## src/rtl/router_input_arbiter.sv

```systemverilog
// -----------------------------------------------------------------------------
// router_input_arbiter
//
// Input stage placed directly upstream of the router's packet input. Packets
// from the local NI and the four neighbouring routers are buffered in per-port
// FIFOs. A round-robin arbiter forwards at most one packet per cycle, so
// simultaneous arrivals are serialised instead of being OR-combined.
// A packet is valid iff it is non-zero; idle links carry all zeros.
//
// Ports
//   i_clk        clock
//   i_srst       synchronous reset, active-high
//   i_apbPacket  packet from local NI          (port 0)
//   i_north      packet from north router      (port 1)
//   i_south      packet from south router      (port 2)
//   i_east       packet from east router       (port 3)
//   i_west       packet from west router       (port 4)
//   o_apbPacket  arbitrated packet (registered), zero when idle
//   o_grant      one-hot source port of o_apbPacket (registered), zero when idle
//   o_drop       per-port one-cycle pulse: incoming packet discarded (FIFO full)
//   o_full       per-port FIFO full, combinational from FIFO state
// -----------------------------------------------------------------------------
module router_input_arbiter #(
    parameter int FIFO_DEPTH   = 4,
    parameter int PACKET_WIDTH = 32
) (
    input  logic                    i_clk,
    input  logic                    i_srst,
    input  logic [PACKET_WIDTH-1:0] i_apbPacket,
    input  logic [PACKET_WIDTH-1:0] i_north,
    input  logic [PACKET_WIDTH-1:0] i_south,
    input  logic [PACKET_WIDTH-1:0] i_east,
    input  logic [PACKET_WIDTH-1:0] i_west,
    output logic [PACKET_WIDTH-1:0] o_apbPacket,
    output logic [4:0]              o_grant,
    output logic [4:0]              o_drop,
    output logic [4:0]              o_full
);

    localparam int NPORTS = 5;
    localparam int AW     = $clog2(FIFO_DEPTH);
    localparam int CW     = AW + 1;
    localparam logic [CW-1:0] DEPTH_C = CW'(FIFO_DEPTH);

    // Adds an offset to a port index modulo the number of ports.
    function automatic logic [2:0] port_add(input logic [2:0] base, input logic [2:0] off);
        logic [3:0] sum;
        sum = {1'b0, base} + {1'b0, off};
        if (sum >= 4'd5) begin
            sum = sum - 4'd5;
        end else begin
            sum = sum;
        end
        return sum[2:0];
    endfunction

    logic [PACKET_WIDTH-1:0] in_s   [NPORTS];
    logic [PACKET_WIDTH-1:0] mem_q  [NPORTS][FIFO_DEPTH];
    logic [AW-1:0]           wptr_q [NPORTS];
    logic [AW-1:0]           wptr_d [NPORTS];
    logic [AW-1:0]           rptr_q [NPORTS];
    logic [AW-1:0]           rptr_d [NPORTS];
    logic [CW-1:0]           cnt_q  [NPORTS];
    logic [CW-1:0]           cnt_d  [NPORTS];

    logic [2:0]              rr_q, rr_d;
    logic [PACKET_WIDTH-1:0] pkt_q, pkt_d;
    logic [4:0]              grant_q, grant_d;
    logic [4:0]              drop_q, drop_d;

    logic [4:0]              req_s, full_s, push_s, pop_s, accept_s;
    logic                    gnt_vld_s;
    logic [2:0]              gnt_idx_s;

    assign in_s[0] = i_apbPacket;
    assign in_s[1] = i_north;
    assign in_s[2] = i_south;
    assign in_s[3] = i_east;
    assign in_s[4] = i_west;

    // Per-port status: request (non-empty), full, and incoming valid packet.
    always_comb begin
        for (int p = 0; p < NPORTS; p++) begin
            req_s[p]  = (cnt_q[p] != {CW{1'b0}});
            full_s[p] = (cnt_q[p] == DEPTH_C);
            push_s[p] = (in_s[p] != {PACKET_WIDTH{1'b0}});
        end
    end

    // Round-robin search starting at rr_q; iterating from the farthest offset
    // down lets the nearest requester overwrite and win.
    always_comb begin
        logic [2:0] cand;
        gnt_vld_s = 1'b0;
        gnt_idx_s = 3'd0;
        cand      = 3'd0;
        for (int off = NPORTS - 1; off >= 0; off--) begin
            cand = port_add(rr_q, 3'(off));
            if (req_s[cand]) begin
                gnt_vld_s = 1'b1;
                gnt_idx_s = cand;
            end else begin
                gnt_vld_s = gnt_vld_s;
            end
        end
    end

    // FIFO next state: a push to a full FIFO is still accepted when the same
    // FIFO is popped this cycle (the freed head slot is the write slot).
    always_comb begin
        for (int p = 0; p < NPORTS; p++) begin
            pop_s[p]    = gnt_vld_s && (gnt_idx_s == 3'(p));
            accept_s[p] = push_s[p] && (!full_s[p] || pop_s[p]);
            drop_d[p]   = push_s[p] && full_s[p] && !pop_s[p];
            wptr_d[p]   = accept_s[p] ? (wptr_q[p] + AW'(1)) : wptr_q[p];
            rptr_d[p]   = pop_s[p]    ? (rptr_q[p] + AW'(1)) : rptr_q[p];
            case ({accept_s[p], pop_s[p]})
                2'b10:   cnt_d[p] = cnt_q[p] + CW'(1);
                2'b01:   cnt_d[p] = cnt_q[p] - CW'(1);
                default: cnt_d[p] = cnt_q[p];
            endcase
        end
    end

    // Output and round-robin pointer next state.
    always_comb begin
        if (gnt_vld_s) begin
            pkt_d   = mem_q[gnt_idx_s][rptr_q[gnt_idx_s]];
            grant_d = 5'b00001 << gnt_idx_s;
            rr_d    = port_add(gnt_idx_s, 3'd1);
        end else begin
            pkt_d   = {PACKET_WIDTH{1'b0}};
            grant_d = 5'b00000;
            rr_d    = rr_q;
        end
    end

    // Control state registers with synchronous reset.
    always_ff @(posedge i_clk) begin
        if (i_srst) begin
            for (int p = 0; p < NPORTS; p++) begin
                wptr_q[p] <= {AW{1'b0}};
                rptr_q[p] <= {AW{1'b0}};
                cnt_q[p]  <= {CW{1'b0}};
            end
            rr_q    <= 3'd0;
            pkt_q   <= {PACKET_WIDTH{1'b0}};
            grant_q <= 5'b00000;
            drop_q  <= 5'b00000;
        end else begin
            for (int p = 0; p < NPORTS; p++) begin
                wptr_q[p] <= wptr_d[p];
                rptr_q[p] <= rptr_d[p];
                cnt_q[p]  <= cnt_d[p];
            end
            rr_q    <= rr_d;
            pkt_q   <= pkt_d;
            grant_q <= grant_d;
            drop_q  <= drop_d;
        end
    end

    // FIFO storage; contents need no reset since occupancy gates every read.
    always_ff @(posedge i_clk) begin
        for (int p = 0; p < NPORTS; p++) begin
            if (!i_srst && accept_s[p]) begin
                mem_q[p][wptr_q[p]] <= in_s[p];
            end
        end
    end

    assign o_apbPacket = pkt_q;
    assign o_grant     = grant_q;
    assign o_drop      = drop_q;
    assign o_full      = full_s;

endmodule

```

## config.mk

```make
export PLATFORM = sky130hd
export DESIGN_NAME = router_input_arbiter
export DESIGN_NICKNAME = d
export VERILOG_FILES = /design/src/rtl/router_input_arbiter.sv
export SDC_FILE = /design/constraint.sdc
export NUM_CORES = 1
export LEC_CHECK = 0
export BUFFER_PORTS_ARGS = -buffer_cell sky130_fd_sc_hd__buf_2
export CAP_MARGIN = 15
export CORE_AREA = 2 2 350 352
export CTS_CLUSTER_SIZE = 8
export DETAILED_ROUTE_END_ITERATION = 8
export DIE_AREA = 0 0 352 354
export GPL_TIMING_DRIVEN = 1
export SETUP_SLACK_MARGIN = 0.2
export SKIP_CTS_REPAIR_TIMING = 1
export SYNTH_ARGS = -nofsm -noshare
export SYNTH_HDL_FRONTEND = slang
export SYNTH_SLANG_ARGS = --single-unit
```

## constraint.sdc

```tcl
create_clock -name i_clk -period 15 [get_ports i_clk]
set_clock_uncertainty 0.15 [all_clocks]
set_input_delay 0.75 -clock i_clk [delete_from_list [all_inputs] [get_ports i_clk]]
set_output_delay 0.75 -clock i_clk [all_outputs]
set_load 0.02 [all_outputs]
```

Yosys cells after proc, flatten, opt, wreduce, memory -nomap -nowiden
Memory sizes are Yosys's and may differ from the RTL's.
Cells that the tools add are included.
Word-level totals
  register bits: 45
  bits in writable memories: 675
  input port bits: 162
  output and inout port bits: 47
  memories kept: 4
Cells by class
  $add $sub $neg: 31
  $lt $le $gt $ge: 22
  equality and inequality tests: 19
  shifts and indexed selects: 1
  mux-type cells: 82
  bitwise gates (word level): 22
  reductions and logical operators: 58
Memory list
  mem_q: depth 5, bits a word 128, rd ports 1, clocked after memory_dff 0, write ports 5, RTL line 58  | logic [PACKET_WIDTH-1:0] mem_q [NPORTS][FIFO_DEPTH];
  cnt_q: depth 5, bits a word 3, rd ports 5, clocked after memory_dff 0, write ports 5, RTL line 63  | logic [CW-1:0] cnt_q [NPORTS];
  rptr_q: depth 5, bits a word 2, rd ports 6, clocked after memory_dff 0, write ports 5, RTL line 61  | logic [AW-1:0] rptr_q [NPORTS];
  wptr_q: depth 5, bits a word 2, rd ports 5, clocked after memory_dff 0, write ports 5, RTL line 59  | logic [AW-1:0] wptr_q [NPORTS];
Operators by type and width (count)
  $mux W128: 5
  $demux W32 S2: 5
  $mux W32: 7
  $reduce_bool A32 Y1: 5
  $bmux W32 S2: 1
  $mux W3: 16
  $mux W2: 20
  $logic_and A1 B1 Y1: 30
  $pmux W3 S2: 5
  $ge A3 B3 Y1 const B: 7
  $add A2 B1 Y2 const B: 10
  $ge A4 B3 Y1 const B: 5
  $lt A3 B4 Y1 const B: 5
  $eq A3 B3 Y1 const B: 6
  $mux W1: 18
  $not A2 Y3: 6
  $sub A3 B3 Y3 const B: 6
  $add A3 B1 Y3 const B: 5
  $bmux W1 S3: 5
  $lt A3 B1 Y1 const B: 5
  $or A1 B1 Y1: 15
  $reduce_bool A3 Y1: 5
  $sub A3 B1 Y3 const B: 5
  $logic_not A1 Y1: 11
  12 further kinds: 27

Depth between registers and ports, before layout
  depth after elaboration: 17
  gate-level depth with buffers: 23

Worst setup path before layout
No wires, ideal clock.
  path type: flip-flop to flip-flop
  from: register rr_q[0]
  to: memory mem_q[3][0] in the netlist's numbering (enable)
  setup time: 392 ps
  data arrival time: 4941 ps
  required time: 14458 ps
  setup slack: 9517 ps
  cell stages (with the launch flop): 21
  buffers on the path: 4
  clock period less this slack: 5483 ps
  path through: dfxtp_1 -> buf_6 -> buf_6 -> inv_2 -> ha_1 -> inv_1 -> fa_1 -> nor3_1 -> nor2_1 -> a2111oi_2 -> or3_1 -> o311a_1 -> nor2_2 -> clkbuf_1 -> buf_1 -> nor2_1 -> ha_1 -> nand2_1 -> a21oi_1 -> nor2b_1 -> and2_1
RTL lines
  start, declared: RTL line 66  | logic [2:0] rr_q, rr_d;
  start signal, assigned: RTL line 156  | rr_q <= rr_d;
  end, declared: RTL line 58

Worst setup path in the final report
  from: register rr_q[1]
  to: register pkt_q[30], in the netlist o_apbPacket[30]
Between the ends
  word-level cells in the longest chain between the ends: 15
Ends and longest elaborated chain
  $add A3 B3 Y4: RTL line 48  | sum = {1'b0, base} + {1'b0, off};
  $ge A4 B3 Y1 or $sub A3 B3 Y3 (tied branches): RTL line 49, 50
  $mux W3: RTL line 49  | if (sum >= 4'd5) begin
  $bmux W1 S3: RTL line 99  | if (req_s[cand]) begin
  $mux W1 (implied by the code): RTL line 99
  $mux W3 (5 in a row): RTL line 99
  $mem_v2 Z5 W2
  $not A2 Y3 (implied by the code): RTL line 128  | pkt_d = mem_q[gnt_idx_s][rptr_q[gnt_idx_s]];
  $bmux W32 S2: RTL line 128
  $mux W32 (implied by the code) (2 in a row): RTL line 128
  end signal, assigned: RTL line 147  | pkt_q <= {PACKET_WIDTH{1'b0}};
  end signal, assigned: RTL line 157  | pkt_q <= pkt_d;
  end, declared: RTL line 67  | logic [PACKET_WIDTH-1:0] pkt_q, pkt_d;
Parallel ways exist; a longest one is shown, timed or not. The select of a mux whose other input is x is not followed.
A chain may end at the register's enable or synchronous reset.

==> impl_metrics.csv <==
group,metric,value,unit
run_status,outcome,"complete, no violations",
sta,hold_violations,0,
global_route,antenna_found_initial,61,
run,drv_cap,0,
worst_setup_path,path_depth,16,
worst_setup_path,reg2reg_depth,16,
place,dpl.hpwl,70600,um
yosys,syn_nets,2210,
drt,wl_per_cell,25.5,um
worst_hold_path,hold_class,"in -> reg",
yosys,ys_top_cells_by_count,"edfxtp_1 (640), mux2i_1 (266), nand2_1 (124)",
yosys,synth_flop_cell,"edfxtp_1",
drt,dr_wl_met2,44400,um
drt,avgViaCountPerCell,4.89,
yosys,ys_ff_latch,720,
sta,setup_violations,0,
worst_setup_path,rr_endpoint,"o_apbPacket[30]$_SDFF_PP0_",
yosys,async_flop_share,0,%
worst_setup_path,start_kind,"register",
yosys,synth_warnings,0,
drt,routed.top_layer,"met5",
sta,min_period,6.74,ns
drt,vias,19300,
floorplanning,coreArea,121000,um^2
sta,fmaxAchievable,148,MHz
worst_hold_path,timing.hold.worst_path_depth,1,
drt,drt-total-wl,101000,um
sta,fin_setup_tns,0,ns
cts,cts_root_buf,"clkbuf_16",
worst_setup_path,worstReg2RegStart,"rr_q[1]$_SDFFE_PP0P_",
sta,rsz0062_at_grt,"false",
worst_setup_path,critPathSlowestCell,"buf_4",
global_route,grt_pass1_wl,140000,um
cts,cts-htree-levels,3,
place,gp_congestion,0.834,
sta,maxSlewHeadroom,23.7,%
cells_and_area,syn_to_final_growth,19.1,%
cts,clock-sinks,720,
worst_setup_path,reg2reg_slack,8.26,ns
yosys,syn_inst,2012,
yosys,ys_top_cells_by_area,"edfxtp_1 (64%), mux2i_1 (8.8%), dfxtp_1 (5.3%), o221ai_1 (2.6%), nand2_1 (1.5%)",
drt,ant_nets,0,
floorplanning,start_util,24.9,%
worst_setup_path,crit_family,"buffers and inverters",
floorplanning,fp-row-count,128,
sta,worst_pin_slew,1.14,ns
worst_setup_path,end_kind,"register",
yosys,post_synth.cell_area_avg,15.0,um^2
yosys,synth_top_cell_by_area,"edfxtp_1",
floorplanning,dieWidth,352,um
cells_and_area,final_nets,2430,
drt,dr.pass1.iters,5,
worst_setup_path,startpoint,"rr_q[1]$_SDFFE_PP0P_",
floorplanning,ios,209,
yosys,synthMostInstantiatedCell,"edfxtp_1",
cts,clk_pin_slew,0.05,ns
cts,cts_buffer_depth,3,
worst_setup_path,worst_path_largest_cell_delay,0.69,ns
drt,met1Wirelength,44200,um
global_route,grt_overflow,0,
global_route,grt_max_degree,110,
sta,fin_crit_sh,44.9,%
worst_setup_path,endpoint,"o_apbPacket[30]$_SDFF_PP0_",
global_route,grt_usage,15.6,%
drt,drtIter0Drc,2351,
floorplanning,die_area,125000,um^2
cells_and_area,drive_above_1_share,18.3,%
worst_setup_path,worst-path-buf-inv,4,
global_route,grt_pass1_vias,17900,
sta,drv_slew,0,
yosys,synth_edf_count,640,
drt,drcViolationCount,0,
yosys,synth_top_area_share,63.9,%
cts,cts_inserted_buffers,100,
place,io_buffer_count,208,
worst_setup_path,crit_top_cell,"buf_4",
worst_setup_path,worst-path-max-fanout,55,
yosys,ys_seq_area_share,69.2,%
worst_setup_path,crit_chain,"inv_1, ha_1, nor4_1, a21oi_1, a22oi_1, a211oi_1, or4_4, o211a_1, nor2_4, buf_4, o22a_2, buf_4, nor2_4, buf_4, mux2_1, a211o_1",
cts,cts_tree,"built",
worst_setup_path,cp.arrival,7.14,ns
yosys,syn_area,30100,um^2
yosys,yosysUniqueCellTypes,86,
worst_setup_path,crit_type,"reg -> reg",
drt,met3_length,9320,um
worst_setup_path,cp_data_required_time,15.40,ns
cts,insertion_delay,0.67,ns
floorplanning,dieHeight,354,um
[through the flow]
| step | hold WS, ns | instances | setup WS (ns) | util, % | instance area, um^2 |
|---|---|---|---|---|---|
| 2_1_floorplan | 0.300 | 2012 | 9.52 | - | 30100 |
| 3_3_place_gp | 0.309 | 3753 | 8.43 | 27.2 | 32900 |
| 3_5_place_dp | 0.320 | 3754 | 8.33 | 27.2 | 32900 |
| 4_1_cts | 0.122 | 3929 | 8.31 | 29.6 | 35800 |
| 5_1_grt | 0.152 | 3932 | 7.92 | 29.6 | 35800 |
| 6_report | 0.175 | 3939 | 8.26 | 29.6 | 35800 |
[worst reg2reg max path, stage by stage (launching register included)]
cell and delay (ns):
dfxtp_1 0.58, inv_1 0.25, ha_1 0.58, nor4_1 0.36, a21oi_1 0.12, a22oi_1 0.28, a211oi_1 0.16, or4_4 0.45
o211a_1 0.32, nor2_4 0.52, buf_4 0.46, o22a_2 0.20, buf_4 0.69, nor2_4 0.30, buf_4 0.47, mux2_1 0.45
a211o_1 0.30
[sequential cells by signal, indices dropped and copies added (netlist names)]
signal       flops
mem_q          640
o_apbPacket     32
cnt_q           15
rptr_q          10
wptr_q          10
o_drop           5
o_grant          5
rr_q             3
[final cells by class]
class                           instances  area, um^2
Clock buffer                          173        2850
Clock inverter                          2        38.8
Multi-Input combinational cell       1121        8610
Inverter                               56         210
Sequential cell                       720       20800
Timing Repair Buffer                  233        1250
Tap cell                             1625        2030
Antenna cell                            9        22.5
Fill cell                           12000       85100
[per-layer routing]
metal	GRT usage (%)	up-vias
met3	4.34	176
met2	23.6	900
met4	4.44	54
met5	0	-
met1	21.7	9751
li1	-	8392
[how the worst min path moves through the flow]
stage                                   start                   endpoint  slack [ns]
floorplan           rptr_q[3][1]$_SDFFE_PP0P_  rptr_q[3][1]$_SDFFE_PP0P_        0.30
global route                       i_west[29]     mem_q[4][93]$_DFFE_PP_        0.15
global placement    rptr_q[3][1]$_SDFFE_PP0P_  rptr_q[3][1]$_SDFFE_PP0P_        0.31
finish                             i_west[13]     mem_q[4][13]$_DFFE_PP_        0.18
CTS                                i_west[13]     mem_q[4][77]$_DFFE_PP_        0.12
detailed placement  rptr_q[3][1]$_SDFFE_PP0P_  rptr_q[3][1]$_SDFFE_PP0P_        0.32
[cell families after synthesis]
family | after synthesis | synth area share, %
multiplexers | 288 | 9.67
adder cells (fa/ha/maj) | 36 | 1.65
flip-flops | 720 | 69.2
AO/OA/AOI/OAI | 320 | 8.81
XOR/XNOR | 25 | 0.753
AND/OR/NAND/NOR | 452 | 7.46
buffers and inverters | 171 | 2.47
[placed cells by master, fill, tap and decap left out, types with 12 or more instances in the layout]
master and instances:
a21oi_1 30, a32oi_1 18, and2_1 14, and2_2 20, buf_2 209, buf_4 22
clkbuf_1 69, clkbuf_16 103, dfxtp_1 80, edfxtp_1 640, ha_1 30, inv_1 54
mux2_2 20, mux2i_1 266, nand2_1 122, nand4_1 12, nor2_1 122, nor3_1 23
nor4_1 46, o2111ai_1 18, o211ai_1 42, o221a_2 14, o221ai_1 88, o32ai_1 20
or3_1 34, xnor2_1 19
Power is left out: the tool's default activity adds up to more than one toggle a clock period on the data nets, which glitch-free logic cannot reach.
